**src/rtl/uart_pkg.sv**
```systemverilog
// Shared definitions for the UART transmit scheduler: FSM encoding and the
// default handshake timeout.
package uart_pkg;

    localparam int ACK_TIMEOUT_DEFAULT = 16;

    localparam logic [1:0] ST_IDLE      = 2'd0;
    localparam logic [1:0] ST_ISSUE     = 2'd1;
    localparam logic [1:0] ST_WAIT_BUSY = 2'd2;
    localparam logic [1:0] ST_WAIT_DONE = 2'd3;

    typedef enum logic [1:0] {
        IDLE      = ST_IDLE,
        ISSUE     = ST_ISSUE,
        WAIT_BUSY = ST_WAIT_BUSY,
        WAIT_DONE = ST_WAIT_DONE
    } sched_state_e;

endpackage

```
**src/rtl/rr_arb2.sv**
```systemverilog
// Two-way round-robin arbiter with a 1-bit last-grant pointer. The pointer
// resets to channel 1 so that channel 0 wins the first tie.
module rr_arb2 (
    input  logic       clk,
    input  logic       rst,
    input  logic [1:0] req,
    input  logic       update,
    output logic [1:0] grant
);

    logic last_q;
    logic last_d;

    always_comb begin
        grant = req;
        if (req == 2'b11) begin
            grant = last_q ? 2'b01 : 2'b10;
        end
    end

    always_comb begin
        last_d = last_q;
        if (update) begin
            last_d = grant[1];
        end
    end

    always_ff @(posedge clk or negedge rst) begin
        if (!rst) begin
            last_q <= 1'b1;
        end else begin
            last_q <= last_d;
        end
    end

endmodule

```
**src/rtl/uart_tx_sched.sv**
```systemverilog
// Schedules single-byte (ch0) and two-byte (ch1) requests onto one UART TX,
// with round-robin arbitration, atomic words and a busy-handshake timeout.
module uart_tx_sched
    import uart_pkg::*;
#(
    parameter int ACK_TIMEOUT = ACK_TIMEOUT_DEFAULT
) (
    input  logic        clk,
    input  logic        rst,
    input  logic        req0_valid,
    input  logic [7:0]  req0_data,
    output logic        req0_ready,
    input  logic        req1_valid,
    input  logic [15:0] req1_data,
    output logic        req1_ready,
    input  logic        cfg_par_en,
    input  logic        cfg_par_type,
    output logic        tx_par_en,
    output logic        tx_par_type,
    output logic        tx_data_vld,
    output logic [7:0]  tx_data,
    input  logic        tx_busy,
    output logic        sched_busy,
    output logic        err_timeout
);

    localparam int CW = $clog2(ACK_TIMEOUT + 1);

    sched_state_e state_q, state_d;
    logic [CW-1:0] cnt_q, cnt_d, cnt_inc;
    logic [7:0]    hi_q, hi_d;
    logic          second_q, second_d;
    logic [7:0]    tx_data_q, tx_data_d;
    logic          par_en_q, par_en_d, par_type_q, par_type_d;
    logic          req0_ready_q, req0_ready_d, req1_ready_q, req1_ready_d;
    logic          vld_q, vld_d, busy_q, busy_d, err_q, err_d;
    logic [1:0]    grant;
    logic          do_grant;

    assign do_grant = (state_q == IDLE) && (req0_valid || req1_valid) && !tx_busy;
    assign cnt_inc  = cnt_q + CW'(1);

    rr_arb2 u_arb (
        .clk    (clk),
        .rst    (rst),
        .req    ({req1_valid, req0_valid}),
        .update (do_grant),
        .grant  (grant)
    );

    always_comb begin
        // NOTE: every signal gets a default first so no path leaves it unassigned (no latches).
        state_d      = state_q;
        cnt_d        = cnt_q;
        hi_d         = hi_q;
        second_d     = second_q;
        tx_data_d    = tx_data_q;
        par_en_d     = par_en_q;
        par_type_d   = par_type_q;
        req0_ready_d = 1'b0;
        req1_ready_d = 1'b0;
        err_d        = 1'b0;

        case (state_q)
            IDLE: begin
                if (do_grant) begin
                    state_d      = ISSUE;
                    par_en_d     = cfg_par_en;
                    par_type_d   = cfg_par_type;
                    second_d     = grant[1];
                    hi_d         = req1_data[15:8];
                    req0_ready_d = grant[0];
                    req1_ready_d = grant[1];
                    tx_data_d    = grant[0] ? req0_data : req1_data[7:0];
                end
            end
            ISSUE: begin
                state_d = WAIT_BUSY;
                cnt_d   = '0;
            end
            WAIT_BUSY: begin
                if (tx_busy) begin
                    state_d = WAIT_DONE;
                end else begin
                    cnt_d = cnt_inc;
                    // Abort drops any pending upper byte of a word.
                    if (cnt_inc == CW'(ACK_TIMEOUT)) begin
                        err_d    = 1'b1;
                        second_d = 1'b0;
                        state_d  = IDLE;
                    end
                end
            end
            WAIT_DONE: begin
                if (!tx_busy) begin
                    if (second_q) begin
                        state_d   = ISSUE;
                        tx_data_d = hi_q;
                        second_d  = 1'b0;
                    end else begin
                        state_d = IDLE;
                    end
                end
            end
            default: state_d = IDLE;
        endcase

        vld_d  = (state_d == ISSUE);
        busy_d = (state_d != IDLE);
    end

    always_ff @(posedge clk or negedge rst) begin
        if (!rst) begin
            // NOTE: sequential state uses non-blocking assignments so all flops update together.
            state_q      <= IDLE;
            cnt_q        <= '0;
            hi_q         <= '0;
            second_q     <= 1'b0;
            tx_data_q    <= '0;
            par_en_q     <= 1'b0;
            par_type_q   <= 1'b0;
            req0_ready_q <= 1'b0;
            req1_ready_q <= 1'b0;
            vld_q        <= 1'b0;
            busy_q       <= 1'b0;
            err_q        <= 1'b0;
        end else begin
            state_q      <= state_d;
            cnt_q        <= cnt_d;
            hi_q         <= hi_d;
            second_q     <= second_d;
            tx_data_q    <= tx_data_d;
            par_en_q     <= par_en_d;
            par_type_q   <= par_type_d;
            req0_ready_q <= req0_ready_d;
            req1_ready_q <= req1_ready_d;
            vld_q        <= vld_d;
            busy_q       <= busy_d;
            err_q        <= err_d;
        end
    end

    assign req0_ready  = req0_ready_q;
    assign req1_ready  = req1_ready_q;
    assign tx_par_en   = par_en_q;
    assign tx_par_type = par_type_q;
    assign tx_data_vld = vld_q;
    assign tx_data     = tx_data_q;
    assign sched_busy  = busy_q;
    assign err_timeout = err_q;

endmodule

```
**config.mk**
```make
export PLATFORM = sky130hd
export DESIGN_NAME = uart_tx_sched
export DESIGN_NICKNAME = d
export VERILOG_FILES = /design/src/rtl/uart_pkg.sv /design/src/rtl/rr_arb2.sv /design/src/rtl/uart_tx_sched.sv
export SDC_FILE = /design/constraint.sdc
export NUM_CORES = 1
export LEC_CHECK = 0
export BUFFER_PORTS_ARGS = -buffer_cell sky130_fd_sc_hd__buf_4
export CAP_MARGIN = 20
export CORE_UTILIZATION = 50
export DETAILED_ROUTE_END_ITERATION = 10
export GPL_ROUTABILITY_DRIVEN = 0
export PLACE_DENSITY = 0.79
export SYNTH_ARGS = -nofsm -noshare
export SYNTH_HDL_FRONTEND = slang
export SYNTH_SLANG_ARGS = --single-unit
```
**constraint.sdc**
```tcl
create_clock -name clk -period 2.9 [get_ports clk]
set_input_delay 0.435 -clock clk [delete_from_list [all_inputs] [get_ports clk]]
set_output_delay 0.435 -clock clk [all_outputs]
set_load 0.005 [all_outputs]
```
==> qor.tcl, run 1 <==
set qor(final_min_period_over_clock_period) 0.797
set qor(start_util) 0.531
set qor(setup_viol) 0
set qor(maxClockFrequency_ghz) 0.433
set qor(outcome) {finished clean}
set qor(grt_overflow) 0
set qor(max-cap-violations) 0
set qor(unique_masters_post_synth) 32
set qor(timing.critical_path.arrival_ns) 2.53
set qor(drv_slew) 0
set qor(detail_route.vias_per_cell) 5.19
set qor(synthCells) 170
set qor(ir_drop_mv) 0.417
set qor(tightestPinTransition_ns) 0.607
set qor(first_global_vias) 1226
set qor(clockBufferDepth) 2
set qor(post_layout_nonfiller_instances) 261
set qor(postSynthNetCount) 206
set qor(timing.critical_path.buf_inv) 1
set qor(area.growth.synth_to_final_pct) 26.3
set qor(route.final.wire_length_mm) 3.54
set qor(ys_seq_elements) 32
set qor(drcViolationCount) 0
set qor(period_minus_slack_ns) 2.31
set qor(critical_path.max_stage_delay_ns) 0.45
set qor(clkLatencyLatePin_ns) 0.34
set qor(critical_path_launch_point_type) {flip-flop}
set qor(synth.yosys.seq_area_share) 0.495
set qor(cts_resized) 0
set qor(synthDominantCellAreaShare) 0.478
set qor(design_power_total_uw) 1870
set qor(antenna_found_initial) 0
set qor(grt_setup_unrepaired) {false}
set qor(tritoncts) {yes}
set qor(syn_area_um2) 1620
set qor(synth.area.top_cells) {sky130_fd_sc_hd__dfrtp_1 48%, sky130_fd_sc_hd__nand2_1 10%, sky130_fd_sc_hd__mux2_2 6.3%, sky130_fd_sc_hd__o21ai_0 5.6%, sky130_fd_sc_hd__mux2i_1 4.9%}
set qor(cpLargestDelayFamily) {simple AND/OR/NAND/NOR gates}
set qor(netlist.top_cell.by_area) {sky130_fd_sc_hd__dfrtp_1}
set qor(critPathCaptureType) {flip-flop}
set qor(cts_setup_buffers) 0
set qor(timing_hold_violations_final) 0
set qor(share_of_layout_cells_above_drive_strength_1) 0.309
set qor(die_width_um) 59.0
set qor(antenna_violating_nets_left) 0
set qor(placed_cells) 253
set qor(multi_input_area_um2) 746
set qor(fillCellCount) 250
set qor(top_level_ports) 46
set qor(net_count_final) 252
set qor(power.density_nw_per_um2) 913
set qor(detail_route.iter0.violations) 68
set qor(setup_total_negative_slack_ns) 0
set qor(core_um2) 3050
set qor(r2r_slack_ns) 0.59
set qor(synthesis.area_per_instance_um2) 9.54
set qor(finalClockSkew_ns) 0.00708
set qor(critical_path_class) {flip-flop to flip-flop}
set qor(insertedDiodeCount) 0
set qor(drt-wirelength-per-cell_um) 13.6
set qor(critical_path_depth) 6
set qor(detailedPlacementHpwl_mm) 2.63
set qor(cts.clk_slew.worst_paths_ns) 0.09
set qor(global_route_wire_length_before_repair_mm) 5.69
set qor(critPathSlowestCell) {sky130_fd_sc_hd__dfrtp_1}
set qor(port_buffers) 45
set qor(setup_slack_ns) 0.590
set qor(critPathMaxFanout) 12
set qor(timing.critical_path.required_ns) 3.12
set qor(first_pass_drt_iterations) 5
set qor(cts-buffers-inserted) 5
set qor(dieArea_um2) 3480
set qor(hold_buffer_count_at_cts) 0
set qor(worst_r2r_path_depth) 6
set qor(vias) 1354
set qor(tritoncts_num_sinks) 32
set qor(p_leak_uw) 0.00106
set qor(std_cell_rows) 20
set qor(all_layer_gr_usage) 0.233
set qor(cts_h_tree_depth) 2
set qor(dp_slack_ns) 0.624
set qor(clock_tree.root_cell) {sky130_fd_sc_hd__clkbuf_4}
set qor(cp_cell_sequence) {inv_1, ha_1, nand2b_4, or2_1, a222oi_1, mux2_1}
set qor(slew_headroom) 0.595
set qor(hold_class) {input pin to asynchronous set/reset pin}
set qor(ff_latch_area_um2) 802
set qor(yosysWarnings) 0
set qor(grt_start_max_net_pins) 33
set qor(die_height_um) 59.0
-- area by class of cell --
class                           instances  area share
Sequential cell                        32       0.392
Inverter                                9      0.0165
Clock buffer                            8      0.0287
Tap cell                               44      0.0269
Timing Repair Buffer                   47       0.172
Multi-Input combinational cell        121       0.364
-- layer usage --
metal / up-vias / GRT usage / part of all wire
li1: 663 / - / -
met1: 627 / 0.299 / 0.43
met2: 55 / 0.349 / 0.48
met3: 9 / 0.0769 / 0.072
met4: 0 / 0.126 / 0.023
met5: - / 0 / 0
-- kinds of logic after synthesis --
group,synth area share
and+or+nand+nor,0.180
AOI/OAI and AO/OA,0.123
DFF,0.495
muxes,0.119
buffers and inverters,0.0455
adders and majority gates,0.0386
-- layout by cell type, fill, tap and decap left out, drive strengths merged --
cell / count
a21oi: 3
clkbuf: 8
nand2b: 3
a31oi: 3
mux2i: 8
mux2: 10
dfstp: 1
a221o: 1
nor2b: 1
nand3b: 1
and2: 2
o21ba: 1
a222oi: 1
nand4b: 2
o22ai: 2
inv: 9
nor3: 1
o21ai: 18
ha: 5
nand2: 45
buf: 47
dfrtp: 31
nor2: 6
or2: 2
a21bo: 1
nand4: 2
a21o: 3
-- worst reg2reg max path: stages, from the launching register on --
cell	delay, ns
sky130_fd_sc_hd__dfrtp_1	0.45
sky130_fd_sc_hd__inv_1	0.12
sky130_fd_sc_hd__ha_1	0.32
sky130_fd_sc_hd__nand2b_4	0.09
sky130_fd_sc_hd__or2_1	0.38
sky130_fd_sc_hd__a222oi_1	0.45
sky130_fd_sc_hd__mux2_1	0.38
-- registers in the layout (all words and copies together), names as in the netlist --
name          cells
err_timeout       1
sched_busy        1
req1_ready        1
tx_data           8
tx_par_type       1
tx_data_vld       1
req0_ready        1
cnt_q             5
state_q           2
u_arb.last_q      1
hi_q              8
tx_par_en         1
second_q          1
-- Yosys cell counts (all sizes together) --
cell    number
a21bo        1
dfstp        1
mux2        10
clkbuf       4
and2         2
ha           5
inv          9
a222oi       1
o22ai        2
nand3b       1
nand4b       2
nand2       45
a31oi        3
nand2b       3
mux2i        8
nor2         6
nor2b        1
o21ba        1
nand4        2
a221o        1
o21ai       18
nor3         1
or2          2
a21oi        3
dfrtp       31
buf          4
a21o         3
-- worst paths after layout --
check                         startpoint            to
max                           state_q[1]      second_q
min                                  rst    sched_busy
max reg2reg                   state_q[1]      second_q
min reg2reg                      hi_q[7]       hi_q[7]
max in group asynchronous            rst  u_arb.last_q
min in group clk           req1_data[12]       hi_q[4]
-- where the power goes --
| part | switching [uW] | internal [uW] |
|---|---|---|
| Clock | 146 | 119 |
| Sequential | 121 | 635 |
| Combinational | 410 | 438 |
-- through the flow --
step / area, um^2 / utilization / hold slack, ns
final: 2050 / 0.671 / 0.0213
after detailed placement: 1990 / 0.652 / 0.392
after floorplan: 1620 / - / 0.139
after CTS: 2050 / 0.671 / 0.00921
after global routing: 2050 / 0.671 / 0.0215
after global placement: 1990 / 0.652 / 0.388
No activity file was read; power rests on OpenSTA's default activity.
==> inputs of run 2 (changes only) <==
==> constraint.sdc (replaced) <==
create_clock -name clk -period 2.31 [get_ports clk]
set_input_delay 0.3465 -clock clk [delete_from_list [all_inputs] [get_ports clk]]
set_output_delay 0.3465 -clock clk [all_outputs]
set_load 0.005 [all_outputs]
==> run 2 against run 1 <==
Net effect:
- sequential cell count is the same
- routed wire length shrank 4.1%
- worst setup slack lost 0.31 ns
- sequential share of layout area shrank 0.47 points
- final area grew 1.2%
- register-to-register slack lost 0.31 ns
- clock skew grew 0.0025 ns
- hold slack gained 0.18 ns
- largest cell class unchanged
- global-route usage shrank 1.3 points
- highest routed layer unchanged
- clock power grew 24%
- first-iteration DRC count shrank 46%
- sequential power grew 25%
==> qor.tcl, run 2 (synthesis results as in run 1) <==
set qor(drt-wirelength-per-cell_um) 12.9 ;# was 13.6 um
set qor(dieArea_um2) 3480 ;# unchanged
set qor(cts_h_tree_depth) 2 ;# unchanged
set qor(share_of_layout_cells_above_drive_strength_1) 0.314 ;# was 0.309
set qor(drv_slew) 0 ;# unchanged
set qor(timing_hold_violations_final) 0 ;# unchanged
set qor(period_minus_slack_ns) 2.03 ;# was 2.31 ns
set qor(port_buffers) 45 ;# unchanged
set qor(area.growth.synth_to_final_pct) 27.9 ;# was 26.3%
set qor(ir_drop_mv) 0.472 ;# was 0.417 mV
set qor(fillCellCount) 261 ;# was 250
set qor(layout.core_utilization) 0.679 ;# was 0.671
set qor(detail_route.iter0.violations) 37 ;# was 68
set qor(clkLatencyLatePin_ns) 0.33 ;# was 0.34 ns
set qor(antenna_found_initial) 0 ;# unchanged
set qor(postLayoutCellArea_um2) 2070 ;# was 2050 um^2
set qor(vias) 1368 ;# was 1354
set qor(detail_route.vias_per_cell) 5.18 ;# was 5.19
set qor(layout_common_cells) {49 x sky130_fd_sc_hd__buf_4, 45 x sky130_fd_sc_hd__nand2_1, 31 x sky130_fd_sc_hd__dfrtp_1, 18 x sky130_fd_sc_hd__o21ai_0} ;# was 47 x sky130_fd_sc_hd__buf_4, 45 x sky130_fd_sc_hd__nand2_1, 31 x sky130_fd_sc_hd__dfrtp_1, 18 x sky130_fd_sc_hd__o21ai_0
set qor(grt_setup_unrepaired) {false} ;# unchanged
set qor(tritoncts) {yes} ;# unchanged
set qor(placed_area_um2) 2000 ;# was 1990 um^2
set qor(all_layer_gr_usage) 0.219 ;# was 0.233
set qor(start_util) 0.531 ;# unchanged
set qor(timing.critical_path.arrival_ns) 2.26 ;# was 2.53 ns
set qor(critPathMaxFanout) 7 ;# was 12
set qor(critical_path_class) {flip-flop to flip-flop} ;# unchanged
set qor(drcViolationCount) 0 ;# unchanged
set qor(cts_resized) 0 ;# unchanged
set qor(route.final.wire_length_mm) 3.40 ;# was 3.54 mm
set qor(maxClockFrequency_ghz) 0.492 ;# was 0.433 GHz
set qor(finalClockSkew_ns) 0.00960 ;# was 0.00708 ns
set qor(grt_overflow) 0 ;# unchanged
set qor(insertedDiodeCount) 0 ;# unchanged
set qor(grt_start_max_net_pins) 33 ;# unchanged
set qor(dp_slack_ns) 0.278 ;# was 0.624 ns
set qor(setup_slack_ns) 0.278 ;# was 0.590 ns
set qor(first_pass_drt_iterations) 4 ;# was 5
set qor(std_cell_rows) 20 ;# unchanged
set qor(design_power_total_uw) 2340 ;# was 1870 uW
set qor(detailedPlacementHpwl_mm) 2.60 ;# was 2.63 mm
set qor(clockBufferDepth) 2 ;# unchanged
set qor(final_min_period_over_clock_period) 0.880 ;# was 0.797
set qor(cts-buffers-inserted) 5 ;# unchanged
set qor(power.density_nw_per_um2) 1130 ;# was 913 nW/um^2
set qor(tritoncts_num_sinks) 32 ;# unchanged
set qor(first_global_vias) 1213 ;# was 1226
set qor(die_height_um) 59.0 ;# unchanged
set qor(slew_headroom) 0.695 ;# was 0.595
set qor(most_common_cell_after_layout_fill_and_taps_aside) {sky130_fd_sc_hd__buf_4} ;# unchanged
set qor(top_level_ports) 46 ;# unchanged
set qor(hold_class) {input pin to flip-flop} ;# was input pin to asynchronous set/reset pin
set qor(max-cap-violations) 0 ;# unchanged
set qor(setup_viol) 0 ;# unchanged
set qor(tightestPinTransition_ns) 0.457 ;# was 0.607 ns
set qor(timing.critical_path.required_ns) 2.53 ;# was 3.12 ns
set qor(outcome) {finished clean} ;# unchanged
set qor(cts.clk_slew.worst_paths_ns) 0.10 ;# was 0.09 ns
set qor(global_route_wire_length_before_repair_mm) 5.50 ;# was 5.69 mm
set qor(setup_total_negative_slack_ns) 0 ;# unchanged
set qor(antenna_violating_nets_left) 0 ;# unchanged
set qor(clock_tree.root_cell) {sky130_fd_sc_hd__clkbuf_4} ;# unchanged
set qor(net_count_final) 255 ;# was 252
set qor(critical_path_launch_point_type) {flip-flop} ;# unchanged
set qor(critPathCaptureType) {flip-flop} ;# unchanged
set qor(die_width_um) 59.0 ;# unchanged
set qor(p_leak_uw) 0.00107 ;# was 0.00106 uW
set qor(core_um2) 3050 ;# unchanged
## run 2: changes by cell type in the layout (fill, tap and decap cells not counted), sizes merged
cell	before	now
buf	47	49
dlygate4sd3	0	1
## run 2: worst paths after layout
| kind | from | slack [ns] | cells after the start | end |
|---|---|---|---|---|
| hold reg to reg | hi_q[6] | 0.49 | 2 | hi_q[6] |
| setup reg to reg | state_q[1] | 0.28 | 6 | second_q |
| min in group asynchronous | rst | 0.48 | 2 | state_q[1] |
| setup / recovery | state_q[1] | 0.28 | 6 | second_q |
| hold / removal | req1_data[13] | 0.20 | 3 | hi_q[5] |
| max in group asynchronous | rst | 1.51 | 2 | u_arb.last_q |
## run 2: area by class of cell
class / count / area [um^2] / share of cell area
repair buffers: 50 / 378 / 0.182
well taps: 44 / 55.1 / 0.0266
clock buffers: 8 / 58.8 / 0.0284
flip-flops and latches: 32 / 802 / 0.387
multi-input cells: 121 / 746 / 0.360
inverters: 9 / 33.8 / 0.0163
## run 2: power by group
part	switching [uW]	internal, uW	total (uW)
combinational	506	562	1070
clock	178	150	328
sequential	147	797	944
total	831	1510	2340
## run 2: metrics by stage
stage	hold slack (ns)	instances
floorplan	0.0509	170
global placement	0.300	255
detailed placement	0.301	255
CTS	0.197	264
global route	0.191	264
finish	0.203	264
## run 2: timing repair
item,4_1_cts,5_1_grt
hold buffers,1,0
endpoints found under the hold margin,31,0
setup buffers,0,0
## run 2: metal layers
layer,up-vias,part of all wire,wire length (um),global-route usage
met1,647,0.44,1480,0.279
met4,0,0.016,53,0.0850
met5,-,0,0,0
li1,674,-,-,-
met3,5,0.053,181,0.0747
met2,42,0.49,1680,0.344
## run 2: critical path, stage by stage, from the launching register on
cell and delay, ns:
sky130_fd_sc_hd__dfrtp_1 0.45, sky130_fd_sc_hd__inv_1 0.10, sky130_fd_sc_hd__ha_1 0.32, sky130_fd_sc_hd__nand2b_4 0.09
sky130_fd_sc_hd__or2_1 0.25, sky130_fd_sc_hd__a222oi_1 0.36, sky130_fd_sc_hd__mux2_1 0.36
==> inputs of run 3 (changes only) <==
==> constraint.sdc (replaced) <==
create_clock -name clk -period 1.9 [get_ports clk]
set_input_delay 0.285 -clock clk [delete_from_list [all_inputs] [get_ports clk]]
set_output_delay 0.285 -clock clk [all_outputs]
set_load 0.005 [all_outputs]
==> run 3 against run 2 <==
Net effect:
- final cell count rose by 1.9%
- worst setup slack got worse by 0.21 ns
- combinational power rose by 31%
- register-to-register slack got worse by 0.21 ns
- total power rose by 26%
- sequential cell count did not move
- critical path depth did not move
- global-route usage rose by 0.93 points
- critical path type unchanged
- critical endpoint unchanged
- largest cell class unchanged
==> qor.tcl, run 3 (synthesis results as in run 1) <==
set qor(core_um2) 3050 ;# unchanged
set qor(fillCellCount) 248 ;# was 261
set qor(outcome) {finished clean} ;# unchanged
set qor(share_of_layout_cells_above_drive_strength_1) 0.338 ;# was 0.314
set qor(antenna_violating_nets_left) 0 ;# unchanged
set qor(cts-buffers-inserted) 5 ;# unchanged
set qor(most_common_cell_after_layout_fill_and_taps_aside) {sky130_fd_sc_hd__buf_4} ;# unchanged
set qor(all_layer_gr_usage) 0.229 ;# was 0.219
set qor(detail_route.iter0.violations) 56 ;# was 37
set qor(vias) 1401 ;# was 1368
set qor(timing.critical_path.required_ns) 2.13 ;# was 2.53 ns
set qor(design_power_total_uw) 2950 ;# was 2340 uW
set qor(route.final.wire_length_mm) 3.62 ;# was 3.40 mm
set qor(net_count_final) 260 ;# was 255
set qor(sw_frac_of_total) 0.359 ;# was 0.355
set qor(cts_setup_buffers) 0 ;# unchanged
set qor(critPathCaptureType) {flip-flop} ;# unchanged
set qor(hold_class) {input pin to flip-flop} ;# unchanged
set qor(ir_drop_mv) 0.580 ;# was 0.472 mV
set qor(insertedDiodeCount) 0 ;# unchanged
set qor(switching_power_uw) 1060 ;# was 831 uW
set qor(timing.rr.start) {state_q[1]} ;# unchanged
set qor(ff_latch_area_um2) 802 ;# unchanged
set qor(clock_power_share) 0.137 ;# was 0.140
set qor(area.growth.synth_to_final_pct) 30.4 ;# was 27.9%
set qor(detail_route.vias_per_cell) 5.21 ;# was 5.18
set qor(slew_headroom) 0.735 ;# was 0.695
set qor(clkLatencyLatePin_ns) 0.34 ;# was 0.33 ns
set qor(die_height_um) 59.0 ;# unchanged
set qor(drv_slew) 0 ;# unchanged
set qor(layout_common_cells) {54 x sky130_fd_sc_hd__buf_4, 45 x sky130_fd_sc_hd__nand2_1, 31 x sky130_fd_sc_hd__dfrtp_1, 17 x sky130_fd_sc_hd__o21ai_0} ;# was 49 x sky130_fd_sc_hd__buf_4, 45 x sky130_fd_sc_hd__nand2_1, 31 x sky130_fd_sc_hd__dfrtp_1, 18 x sky130_fd_sc_hd__o21ai_0
set qor(tightestPinTransition_ns) 0.398 ;# was 0.457 ns
set qor(top_level_ports) 46 ;# unchanged
set qor(power.density_nw_per_um2) 1400 ;# was 1130 nW/um^2
set qor(seqPwrFrac) 0.387 ;# was 0.404
set qor(port_buffers) 45 ;# unchanged
set qor(std_cell_rows) 20 ;# unchanged
set qor(timing_hold_violations_final) 0 ;# unchanged
set qor(hold-worst-slack_ns) 0.130 ;# was 0.203 ns
set qor(period_minus_slack_ns) 1.84 ;# was 2.03 ns
set qor(grt_start_max_net_pins) 33 ;# unchanged
set qor(cts.clk_slew.worst_paths_ns) 0.09 ;# was 0.10 ns
set qor(worst_setup_path_startpoint) {state_q[1]} ;# unchanged
set qor(setup_viol) 0 ;# unchanged
set qor(grt_setup_unrepaired) {true} ;# was false
set qor(placed_cells) 260 ;# was 255
set qor(wirelength_met1_mm) 1.61 ;# was 1.48 mm
set qor(grt_overflow) 0 ;# unchanged
set qor(highest_layer) {met4} ;# unchanged
set qor(critPathMaxFanout) 4 ;# was 7
set qor(critical_path_class) {flip-flop to flip-flop} ;# unchanged
set qor(first_pass_drt_iterations) 7 ;# was 4
set qor(comb_power_share) 0.476 ;# was 0.456
set qor(tritoncts_num_sinks) 32 ;# unchanged
set qor(max-cap-violations) 0 ;# unchanged
set qor(antenna_found_initial) 0 ;# unchanged
set qor(start_util) 0.531 ;# unchanged
set qor(p_leak_uw) 0.00110 ;# was 0.00107 uW
set qor(global_route_wire_length_before_repair_mm) 5.73 ;# was 5.50 mm
set qor(cts_h_tree_depth) 2 ;# unchanged
set qor(die_width_um) 59.0 ;# unchanged
set qor(timing.critical_path.arrival_ns) 2.06 ;# was 2.26 ns
set qor(met2WireLength_mm) 1.76 ;# was 1.68 mm
set qor(maxClockFrequency_ghz) 0.545 ;# was 0.492 GHz
set qor(drcViolationCount) 0 ;# unchanged
set qor(post_layout_nonfiller_instances) 269 ;# was 264
set qor(critical_path_launch_point_type) {flip-flop} ;# unchanged
set qor(final_min_period_over_clock_period) 0.966 ;# was 0.880
set qor(power.internal_uw) 1890 ;# was 1510 uW
set qor(tritoncts) {yes} ;# unchanged
set qor(startpoint_of_the_lowest_slack_hold_path) {req1_data[9]} ;# was req1_data[13]
set qor(drt-wirelength-per-cell_um) 13.5 ;# was 12.9 um
set qor(clockBufferDepth) 2 ;# unchanged
set qor(detailedPlacementHpwl_mm) 2.69 ;# was 2.60 mm
set qor(multi_input_area_um2) 749 ;# was 746 um^2
set qor(first_global_vias) 1274 ;# was 1213
set qor(finalClockSkew_ns) 0.00216 ;# was 0.00960 ns
set qor(dieArea_um2) 3480 ;# unchanged
set qor(clock_tree.root_cell) {sky130_fd_sc_hd__clkbuf_4} ;# unchanged
set qor(setup_total_negative_slack_ns) 0 ;# unchanged
set qor(wl_met3_um) 178 ;# was 181 um
run 3: metal layers:
metal,track usage,up-vias
met5,0,-
met4,0.133,0
met3,0.0462,8
met2,0.364,54
met1,0.290,660
li1,-,679
run 3: path summary, 6_finish.rpt:
check	end	slack (ns)	depth (start not counted)
min	hi_q[1]	0.13	3
min reg2reg	hi_q[2]	0.49	2
min in group asynchronous	state_q[1]	0.41	2
max	second_q	0.06	6
max reg2reg	second_q	0.06	6
max in group asynchronous	u_arb.last_q	1.17	2
run 3: layout make-up:
class / instances / area share
Multi-Input combinational cell: 121 / 0.354
Tap cell: 44 / 0.0260
Inverter: 9 / 0.0160
Clock buffer: 8 / 0.0278
Sequential cell: 32 / 0.379
Timing Repair Buffer: 55 / 0.196
run 3: worst max-delay path, cell delays in order, from the launching register on:
cell	delay (ns)
sky130_fd_sc_hd__dfrtp_1	0.41
sky130_fd_sc_hd__inv_1	0.09
sky130_fd_sc_hd__ha_2	0.22
sky130_fd_sc_hd__nand2b_4	0.07
sky130_fd_sc_hd__or2_1	0.24
sky130_fd_sc_hd__a222oi_1	0.32
sky130_fd_sc_hd__mux2_1	0.36
run 3: per-stage QoR:
step / area [um^2] / util / worst slack (ns)
finish: 2110 / 0.693 / 0.0644
global route: 2110 / 0.693 / -0.0493
detailed placement: 2040 / 0.669 / 0.0475
global placement: 2040 / 0.669 / 0.123
CTS: 2110 / 0.691 / 0.0373
floorplan: 1620 / - / 0.0352
run 3: repair_timing:
item                                    4_1_cts  5_1_grt
gates resized for setup                       0        3
hold buffers                                  1        0
endpoints found under the setup margin        0        9
endpoints found under the hold margin        31        0
run 3: power by group through the flow:
stage	Sequential (uW)	Combinational [uW]	Clock, uW
global placement	1130	1320	0
CTS	1140	1390	413
detailed placement	1160	1390	0
global route	1170	1570	442
floorplan	1130	848	0
finish	1140	1400	406
